[src/rtl/mac_array_pkg.sv]
// Shared types and helpers for the parametrised MAC array with accumulation.
package mac_array_pkg;

    // Default geometry; the top module exposes these as overridable parameters.
    localparam int unsigned default_bw      = 4;
    localparam int unsigned default_psum_bw = 16;
    localparam int unsigned default_num     = 4;
    localparam int unsigned default_acc_len = 4;

    // Widest lane operand the product helper handles; lanes are extended to it.
    localparam int unsigned lane_max = 16;

    // Product width: unsigned activation (made signed with one extra bit) times signed weight.
    localparam int unsigned prod_bw = 2 * lane_max + 1;

    // Beat mode carried down the pipeline.
    typedef enum logic {
        mode_beat = 1'b0,
        mode_acc  = 1'b1
    } mode_e;

    // Width of the beat counter for a given accumulation length.
    function automatic int unsigned cnt_bw(input int unsigned len);
        return $clog2(len + 1);
    endfunction

    // One lane product: activation is unsigned (caller zero-extends), weight is
    // signed (caller sign-extends); the activation gains a zero MSB so the
    // multiply is performed fully signed.
    function automatic logic signed [prod_bw-1:0] lane_prod(
        input logic        [lane_max-1:0] a_lane,
        input logic signed [lane_max-1:0] b_lane
    );
        logic signed [lane_max:0] a_signed;
        a_signed = $signed({1'b0, a_lane});
        return a_signed * b_lane;
    endfunction

endpackage

[src/rtl/mac_array_acc_adder_tree.sv]
// Combinational binary adder tree; every node wraps modulo 2^in_bw.
module adder_tree #(
    parameter int unsigned num   = 4,
    parameter int unsigned in_bw = 16
) (
    input  logic [num*in_bw-1:0] in_vec,
    output logic [in_bw-1:0]     sum
);

    localparam int unsigned levels = $clog2(num);

    // Level 0 holds the leaves; each following level halves the node count.
    for (genvar l = 0; l <= levels; l++) begin : g_lvl
        logic [in_bw-1:0] node [num >> l];
        if (l == 0) begin : g_leaf
            for (genvar i = 0; i < num; i++) begin : g_in
                assign node[i] = in_vec[i*in_bw +: in_bw];
            end
        end else begin : g_add
            for (genvar i = 0; i < (num >> l); i++) begin : g_sum
                assign node[i] = g_lvl[l-1].node[2*i] + g_lvl[l-1].node[2*i+1];
            end
        end
    end

    assign sum = g_lvl[levels].node[0];

endmodule

[src/rtl/mac_array_acc.sv]
// num-lane activation x weight MAC with adder-tree reduction, psum add and
// optional acc_len-beat accumulation. Three-stage pipeline, no backpressure.
module mac_array_acc
    import mac_array_pkg::*;
#(
    parameter int unsigned bw      = default_bw,
    parameter int unsigned psum_bw = default_psum_bw,
    parameter int unsigned num     = default_num,
    parameter int unsigned acc_len = default_acc_len
) (
    input  logic                clk,
    input  logic                reset,
    input  logic                valid_in,
    input  logic                mode,
    input  logic                clear,
    input  logic [num*bw-1:0]   a,
    input  logic [num*bw-1:0]   b,
    input  logic [psum_bw-1:0]  c,
    output logic [psum_bw-1:0]  out,
    output logic                valid_out,
    output logic                busy
);

    localparam int unsigned cw = cnt_bw(acc_len);
    localparam logic [cw-1:0] cnt_last = cw'(acc_len - 1);
    // With a single-beat accumulation, mode 1 degenerates to mode 0.
    localparam bit single_beat = (acc_len == 1);

    // Stage 1 registers
    logic                s1_valid_r;
    mode_e               s1_mode_r;
    logic [num*bw-1:0]   s1_a_r;
    logic [num*bw-1:0]   s1_b_r;
    logic [psum_bw-1:0]  s1_c_r;

    // Stage 2 registers
    logic                s2_valid_r;
    mode_e               s2_mode_r;
    logic [psum_bw-1:0]  s2_sum_r;
    logic [psum_bw-1:0]  s2_c_r;

    // Stage 3 / accumulator state
    logic [psum_bw-1:0]  acc_r;
    logic [cw-1:0]       cnt_r;
    logic [psum_bw-1:0]  out_r;
    logic                valid_out_r;
    logic                busy_r;

    logic [num*psum_bw-1:0] prod_vec_s;
    logic [psum_bw-1:0]     tree_sum_s;
    logic [psum_bw-1:0]     acc_nxt_s;
    logic [cw-1:0]          cnt_nxt_s;
    logic [psum_bw-1:0]     out_nxt_s;
    logic                   vout_nxt_s;

    // Per-lane products, each sign-extended (or wrapped) to the psum width.
    always_comb begin
        prod_vec_s = '0;
        for (int i = 0; i < num; i++) begin
            prod_vec_s[i*psum_bw +: psum_bw] = psum_bw'(lane_prod(
                lane_max'(s1_a_r[i*bw +: bw]),
                lane_max'($signed(s1_b_r[i*bw +: bw]))));
        end
    end

    adder_tree #(
        .num   (num),
        .in_bw (psum_bw)
    ) u_tree (
        .in_vec (prod_vec_s),
        .sum    (tree_sum_s)
    );

    // Stage-3 decision: emit, start, extend or close an accumulation.
    always_comb begin
        out_nxt_s  = out_r;
        vout_nxt_s = 1'b0;
        if (clear) begin
            acc_nxt_s = '0;
            cnt_nxt_s = '0;
        end else begin
            acc_nxt_s = acc_r;
            cnt_nxt_s = cnt_r;
        end
        if (s2_valid_r) begin
            if ((s2_mode_r == mode_beat) || single_beat) begin
                // Per-beat result; any partial accumulation is abandoned.
                out_nxt_s  = s2_sum_r + s2_c_r;
                vout_nxt_s = 1'b1;
                acc_nxt_s  = '0;
                cnt_nxt_s  = '0;
            end else if (cnt_nxt_s == '0) begin
                // First beat (also after a coincident clear): c enters here only.
                acc_nxt_s = s2_sum_r + s2_c_r;
                cnt_nxt_s = cw'(1);
            end else if (cnt_nxt_s == cnt_last) begin
                out_nxt_s  = acc_r + s2_sum_r;
                vout_nxt_s = 1'b1;
                acc_nxt_s  = '0;
                cnt_nxt_s  = '0;
            end else begin
                acc_nxt_s = acc_r + s2_sum_r;
                cnt_nxt_s = cnt_r + cw'(1);
            end
        end else begin
            out_nxt_s = out_r;
        end
    end

    // Stage 1: capture the incoming beat.
    always_ff @(posedge clk) begin
        if (!reset) begin
            s1_valid_r <= 1'b0;
            s1_mode_r  <= mode_beat;
            s1_a_r     <= '0;
            s1_b_r     <= '0;
            s1_c_r     <= '0;
        end else begin
            s1_valid_r <= valid_in;
            s1_mode_r  <= mode_e'(mode);
            s1_a_r     <= a;
            s1_b_r     <= b;
            s1_c_r     <= c;
        end
    end

    // Stage 2: register the reduced lane sum with its partial sum alongside.
    always_ff @(posedge clk) begin
        if (!reset) begin
            s2_valid_r <= 1'b0;
            s2_mode_r  <= mode_beat;
            s2_sum_r   <= '0;
            s2_c_r     <= '0;
        end else begin
            s2_valid_r <= s1_valid_r;
            s2_mode_r  <= s1_mode_r;
            s2_sum_r   <= tree_sum_s;
            s2_c_r     <= s1_c_r;
        end
    end

    // Stage 3: accumulator, counter and registered outputs.
    always_ff @(posedge clk) begin
        if (!reset) begin
            acc_r       <= '0;
            cnt_r       <= '0;
            out_r       <= '0;
            valid_out_r <= 1'b0;
            busy_r      <= 1'b0;
        end else begin
            acc_r       <= acc_nxt_s;
            cnt_r       <= cnt_nxt_s;
            out_r       <= out_nxt_s;
            valid_out_r <= vout_nxt_s;
            busy_r      <= (cnt_nxt_s != '0);
        end
    end

    assign out       = out_r;
    assign valid_out = valid_out_r;
    assign busy      = busy_r;

endmodule

[config.mk]
export PLATFORM = sky130hd
export DESIGN_NAME = mac_array_acc
export DESIGN_NICKNAME = d
export VERILOG_FILES = /design/src/rtl/mac_array_pkg.sv /design/src/rtl/mac_array_acc_adder_tree.sv /design/src/rtl/mac_array_acc.sv
export SDC_FILE = /design/constraint.sdc
export NUM_CORES = 1
export LEC_CHECK = 0
export BUFFER_PORTS_ARGS = -buffer_cell sky130_fd_sc_hd__buf_2
export CORE_ASPECT_RATIO = 1.5
export CORE_UTILIZATION = 45
export CTS_CLUSTER_DIAMETER = 150
export DETAILED_ROUTE_END_ITERATION = 7
export GPL_TIMING_DRIVEN = 0
export PLACE_DENSITY = 0.73
export SLEW_MARGIN = 20
export SYNTH_ARGS = -nofsm -noshare
export SYNTH_HDL_FRONTEND = slang
export SYNTH_SLANG_ARGS = --single-unit
[constraint.sdc]
create_clock -name clk -period 6.6 [get_ports clk]
set_input_delay 0.99 -clock clk [delete_from_list [all_inputs] [get_ports clk]]
set_output_delay 0.99 -clock clk [all_outputs]
set_load 0.1 [all_outputs]
==> results by group, run 1 <==
Clock network
  – Post-CTS Setup Repair Bufs: 0
  – Htree depth: 4
  – Clk slew on worst S/H paths: approximately 0.060 ns
  – CTS Buf Count: 17
  – Post-CTS sizing: 0
  – CTS tree: yes
  – Worst-skew pair later-pin latency: around 0.43 ns
  – CTS hold repair buffers: 0
  – Root buffer cell: clkbuf_16
  – Longest Clk Path Bufs: 2
  – CTS Sinks: roughly 120

Logic synthesis
  – Count of different cell masters after synthesis: between 60 and 70
  – Post-Syn Nets: 1142
  – Syn avg cell area: 8.86 um^2
  – Post-Syn Area: between 0.008 and 0.009 mm^2
  – Most common cell in the netlist: dfxtp_1
  – Synth Warn #: 0
  – Synth area leader: dfxtp_1
  – Top cells by count, synth: 121 x dfxtp_1, 108 x and2_1, 99 x inv_1, 91 x ha_1, 77 x nor2_1
  – Asr flop ratio synth: 0
  – Post-synth top area share: 0.287
  – Post-Syn Instances: roughly 950
  – Top FF cell, synth: dfxtp_1
  – Ranking of synthesized cells by area: dfxtp_1 29%, ha_1 13%, fa_1 11%
  – Number of synthesized flops with an enable pin: 0
  – Yosys reg bits: 121
  – Sequential share of the synthesized area: 0.287

STA
  – Max-slew violation count: 0
  – Final setup vio count: 0
  – Setup TNS: 0 ns
  – Worst-margin pin slew: 1.04 ns
  – Hold Vio Cnt, Final: 0
  – Unrepaired setup endpoints after global routing: no
  – Worst Skew: slightly below 0.008 ns
  – Final Critical Period: 5.33 ns
  – Slew headroom: 0.303
  – Fin crit share: 0.808
  – Max frequency: 188 MHz

Drt
  – Initial DRC count: between 200 and 300
  – DRT antenna net count: 0
  – # DRC: 0
  – DR pass1 iterations: 5
  – Vias: approximately 6800
  – Final wirelength: between 15000 and 20000 um
  – DR vias/cell: a little over 5
  – Avg WL per Cell: ~15 um

Floorplan
  – Core area: roughly 0.018 mm^2
  – # IOs: 71
  – Site row count: 61
  – Die height: between 150 and 200 um
  – Die Area: 0.0193 mm^2
  – Initial Util: 0.457
  – Die width: 114 um

Global route
  – Largest net degree at the start of global routing: 17
  – First-pass GRT wire length: about 31000 um
  – Vias in the first global route: approximately 6800
  – Total grt overflow: 0
  – Initial antenna violation count: 0
  – GRT Overall Usage: 0.210

Layout
  – Area Growth Syn to Fin: 14.5%
  – Final Non-Filler Cells: about 1300
  – Final nets: 1230
  – Ant diodes: 0
  – Ratio of cells with drive above 1 in the final layout: 0.111

Power and ir drop
  – P_leak: around 4.5 nW
  – Pwr Density: about 270 mW/mm^2
  – Worst vdd ir: 0.000173 V

Flow run
  – Reported max-cap violation count: 0

Outcome
  – Status: completed

Placed design
  – Input/output buffers: 69
  – Final GP Congestion: 0.935
  – Placed instance count: roughly 1300
  – DP HPWL: 15500 um

Worst setup path
  – Nature of the critical path startpoint: register
  – WS Path Type: register to register
  – Critical path fanouts, max: 11
  – CP Cell Sequence: inv_1 > nor2_1 > fa_1 > fa_1 > fa_1 > inv_1 > fa_1 > inv_1 > ha_1 > inv_1 > a21oi_1 > o31a_1 > a21oi_1 > ha_1 > or4_1 > o21ai_0 > o31ai_1 > o21a_1 > nor2_1
  – Worst reg-to-reg setup slack: about 1.3 ns
  – Crit path max-delay cell type: dfxtp_1
  – CP max stage delay: 0.58 ns
  – Data required time of the worst path: between 6 and 7 ns
  – WP data arrival: ~5.7 ns
  – Critical Path Sink Type: register

Worst hold path
  – Hold Crit Class: register to register
## cells by family after synthesis
kind of cell,after synthesis,synth area share
buffers and inverters,124,0.0556
AO/OA/AOI/OAI,191,0.154
AND/OR/NAND/NOR,316,0.192
flip-flops,121,0.287
XOR/XNOR,43,0.0446
adder cells (fa/ha/maj),136,0.241
multiplexers,22,0.0262
## critical path: cells and delay by family, from the launching register on
family | cells | cell delay (ns)
flops | 1 | 0.58
buf+inv | 4 | 0.32
compound gates | 6 | 1.05
simple gates | 3 | 0.88
fa+ha+maj | 6 | 2.43
## sequential cells by signal (all words and copies together) (netlist names), 3 cells and up
signal    count
s1_b_r       16
s1_a_r       16
cnt_r         3
out          16
acc_r        16
s2_sum_r     16
s2_c_r       16
s1_c_r       16
## cell type report
type	count	area, um^2
inverters	99	372
multi-input cells	708	5550
plain buffers	25	97.6
clock buffers	17	425
flip-flops and latches	121	2420
well taps	252	315
repair buffers	69	345
fillers	1755	8800
clock inverters	15	141
## layer usage
metal,wire (um),share of wire,up-vias,track usage
met4,914,0.048,0,0.128
met5,0,0,-,0
li1,-,-,3410,-
met3,645,0.034,56,0.0400
met1,7190,0.38,3143,0.207
met2,10400,0.54,153,0.399
## final timing paths
| kind | depth (start not counted) | to | startpoint |
|---|---|---|---|
| setup / recovery | 19 | s2_sum_r[15]$_SDFF_PN0_ | s1_b_r[7]$_SDFF_PN0_ |
| hold / removal | 1 | s2_c_r[9]$_SDFF_PN0_ | s1_c_r[9]$_SDFF_PN0_ |
| setup reg to reg | 19 | s2_sum_r[15]$_SDFF_PN0_ | s1_b_r[7]$_SDFF_PN0_ |
| hold reg to reg | 1 | s2_c_r[9]$_SDFF_PN0_ | s1_c_r[9]$_SDFF_PN0_ |
## through the flow
step / power [mW] / worst slack (ns) / cell area [um^2] / hold WS (ns) / utilization
5_1_grt: 2.81 / 1.01 / 9670 / 0.439 / 0.524
3_5_place_dp: 1.74 / 1.30 / 9110 / 0.419 / 0.493
3_3_place_gp: 1.73 / 1.38 / 9110 / 0.416 / 0.493
4_1_cts: 2.65 / 1.27 / 9670 / 0.429 / 0.524
6_report: 2.64 / 1.27 / 9670 / 0.428 / 0.524
2_1_floorplan: 1.55 / 1.95 / 8450 / 0.412 / -
## power breakdown
group | internal (mW) | switching (mW)
Combinational | 0.374 | 0.528
Clock | 0.524 | 0.378
Sequential | 0.792 | 0.0460
## cell usage in the layout, fill, tap and decap left out, drive strengths merged, types with 4 or more instances in the layout
cell      n
a211oi   11
a21boi    5
a21o     11
a21oi    49
a221oi    6
a22oi     9
a31oi    13
a32oi     4
and2    108
buf      73
clkbuf   38
clkinv    6
dfxtp   121
fa       45
ha       91
inv     105
mux2i    21
nand2    63
nand2b   16
nand3     6
nor2     77
nor2b     8
nor3     18
nor4      4
o211ai    5
o21a     12
o21ai    36
o22ai     4
xnor2    32
xor2     11
Power figures use the tool's default switching activity.
==> run 2: changes to the inputs <==
- clock period: 6.6 -> 5.2 ns (I/O delays scaled with it)
==> run 2 against run 1 <==
Against the previous run: first-iteration DRC count fell by 0.78%; die area did not move; sequential share of layout area barely moved; critical endpoint unchanged; largest power group unchanged.
==> results by group, run 2 (same netlist as run 1, synthesis figures left out) <==
Layout
  – Commonest non-fill, non-tap cells in the layout: 119 x dfxtp_1, 108 x and2_1, 99 x inv_1 (was 121 x dfxtp_1, 108 x and2_1, 99 x inv_1)
  – Commonest non-fill, non-tap cell in the layout: dfxtp_1 (unchanged)
  – Ratio of cells with drive above 1 in the final layout: 0.116 (was 0.111)
  – Final Non-Filler Cells: 1307 (was 1306)
  – Area Growth Syn to Fin: 14.8% (was 14.5%)
  – Final nets: 1230 (unchanged)

Power and ir drop
  – Overall Power: 3.36 mW (was 2.64 mW)
  – P_leak: 4.49 nW (about the same)
  – Pwr Density: 347 mW/mm^2 (was 273 mW/mm^2)
  – Worst vdd ir: 0.000219 V (was 0.000173 V)

STA
  – Hold Vio Cnt, Final: 0 (unchanged)
  – Worst-margin pin slew: 1.04 ns (about the same)
  – Max frequency: 200 MHz (was 188 MHz)
  – Worst Skew: 0.00942 ns (was 0.00787 ns)
  – Final Critical Period: 5.00 ns (was 5.33 ns)
  – Setup ws final: 0.205 ns (was 1.27 ns)
  – Slew headroom: 0.301 (was 0.303)
  – Unrepaired setup endpoints after global routing: no (unchanged)
  – Fin crit share: 0.961 (was 0.808)
  – Max-slew violation count: 0 (unchanged)
  – Final setup vio count: 0 (unchanged)

Drt
  – Vias: 6756 (was 6762)
  – # DRC: 0 (unchanged)
  – DR vias/cell: 5.17 (was 5.18)
  – DRT antenna net count: 0 (unchanged)
  – Avg WL per Cell: 14.6 um (about the same)
  – Final wirelength: 19100 um (about the same)
  – DR pass1 iterations: 5 (unchanged)
  – Initial DRC count: 255 (was 257)

Placed design
  – Worst slack at placement: -0.0950 ns (was 1.30 ns)
  – Input/output buffers: 69 (unchanged)
  – Final GP Congestion: 0.935 (unchanged)
  – DP HPWL: 15500 um (unchanged)
  – Placed instance count: 1274 (unchanged)

Global route
  – Largest net degree at the start of global routing: 17 (unchanged)
  – First-pass GRT wire length: 31000 um (unchanged)
  – GRT Overall Usage: 0.210 (unchanged)
  – Total grt overflow: 0 (unchanged)
  – Vias in the first global route: 6781 (unchanged)
  – Initial antenna violation count: 0 (unchanged)

Clock network
  – Longest Clk Path Bufs: 2 (unchanged)
  – Worst-skew pair later-pin latency: 0.43 ns (about the same)
  – Post-CTS Setup Repair Bufs: 0 (unchanged)
  – Clk slew on worst S/H paths: 0.06 ns (about the same)
  – Htree depth: 4 (unchanged)
  – CTS Sinks: 121 (unchanged)
  – CTS tree: yes (unchanged)
  – CTS Buf Count: 17 (unchanged)
  – Root buffer cell: clkbuf_16 (unchanged)

Worst setup path
  – Reg-to-Reg Start: s1_b_r[11]$_SDFF_PN0_ (was s1_b_r[7]$_SDFF_PN0_)
  – WS Path Type: register to register (unchanged)
  – Nature of the critical path startpoint: register (unchanged)
  – Worst r2r dst: s2_sum_r[15]$_SDFF_PN0_ (unchanged)
  – Critical path fanouts, max: 7 (was 11)
  – Cells on worst reg2reg path: 17 (was 19)
  – Data required time of the worst path: 5.47 ns (was 6.94 ns)
  – Critical Path Sink Type: register (unchanged)
  – WP data arrival: 5.27 ns (was 5.67 ns)
  – Worst reg-to-reg setup slack: 0.20 ns (was 1.27 ns)

Floorplan
  – Die width: 114 um (unchanged)
  – Initial Util: 0.457 (unchanged)
  – Die height: 170 um (unchanged)
  – Die Area: 0.0193 mm^2 (unchanged)
  – Site row count: 61 (unchanged)
  – # IOs: 71 (unchanged)
  – Core area: 0.0185 mm^2 (unchanged)

Worst hold path
  – Hold Crit Class: register to register (unchanged)
  – Hold Crit Start: s1_c_r[9]$_SDFF_PN0_ (unchanged)
  – Hold EP: s2_c_r[9]$_SDFF_PN0_ (unchanged)
  – Worst Hold Path Cells: 1 (unchanged)

Outcome
  – Status: completed (unchanged)

Flow run
  – Reported max-cap violation count: 0 (unchanged)
==> run 2: repair_timing <==
item                                    CTS  global route
hold buffers                              0             0
resized for setup                         2             6
pin swaps                                 0             1
endpoints found under the setup margin    4             6
==> run 2: cell type report <==
| cell class | count | area [um^2] |
|---|---|---|
| flip-flops and latches | 121 | 2430 |
| clock buffers | 17 | 425 |
| multi-input cells | 708 | 5570 |
| inverters | 99 | 372 |
| plain buffers | 25 | 97.6 |
| well taps | 252 | 315 |
| diodes | 1 | 2.50 |
| clock inverters | 15 | 141 |
| fillers | 1749 | 8770 |
| repair buffers | 69 | 345 |
==> run 2: worst max path at each step <==
stage | startpoint | end | slack [ns] | depth (start not counted)
finish | s1_b_r[11]$_SDFF_PN0_ | s2_sum_r[15]$_SDFF_PN0_ | 0.20 | 17
detailed placement | s1_b_r[7]$_SDFF_PN0_ | s2_sum_r[15]$_SDFF_PN0_ | -0.1 | 19
global placement | s1_b_r[7]$_SDFF_PN0_ | s2_sum_r[15]$_SDFF_PN0_ | -0.02 | 19
floorplan | s1_b_r[7]$_SDFF_PN0_ | s2_sum_r[13]$_SDFF_PN0_ | 0.55 | 19
CTS | s1_b_r[7]$_SDFF_PN0_ | s2_sum_r[15]$_SDFF_PN0_ | 0.05 | 19
global route | s1_b_r[3]$_SDFF_PN0_ | s2_sum_r[15]$_SDFF_PN0_ | 0.001 | 17
==> run 2: where the power goes <==
part | total [mW] | switching [mW] | internal [mW]
registers | 1.06 | 0.0581 | 1.00
logic | 1.16 | 0.677 | 0.480
clock network | 1.14 | 0.478 | 0.666
total | 3.36 | 1.21 | 2.15
==> run 2: metal layers <==
layer	global-route usage	vias up	wire, um
met5	0	-	0
met4	0.128	0	905
met3	0.0400	56	735
met2	0.399	160	10300
met1	0.207	3125	7160
li1	-	3415	-
==> run 2: per-stage QoR <==
step           cell area, um^2  TNS, ns   util  hold WS, ns
3_5_place_dp              9110   -0.194  0.493        0.419
5_1_grt                   9690        0  0.525        0.439
3_3_place_gp              9110  -0.0223  0.493        0.416
4_1_cts                   9680        0  0.524        0.429
2_1_floorplan             8450        0      -        0.412
6_report                  9700        0  0.525        0.427
==> run 2: worst max-delay path, stage by stage, from the launching register on <==
cell     delay [ns]
dfxtp_1        0.36
inv_1          0.14
fa_1           0.53
fa_1           0.51
inv_1          0.05
fa_1           0.54
fa_1           0.42
ha_1           0.33
o21a_1         0.14
o21a_1         0.20
o31a_1         0.27
mux2i_1        0.15
nand2_1        0.11
ha_1           0.42
nand2_1        0.10
o31ai_2        0.28
o21a_1         0.21
nor2_1         0.08
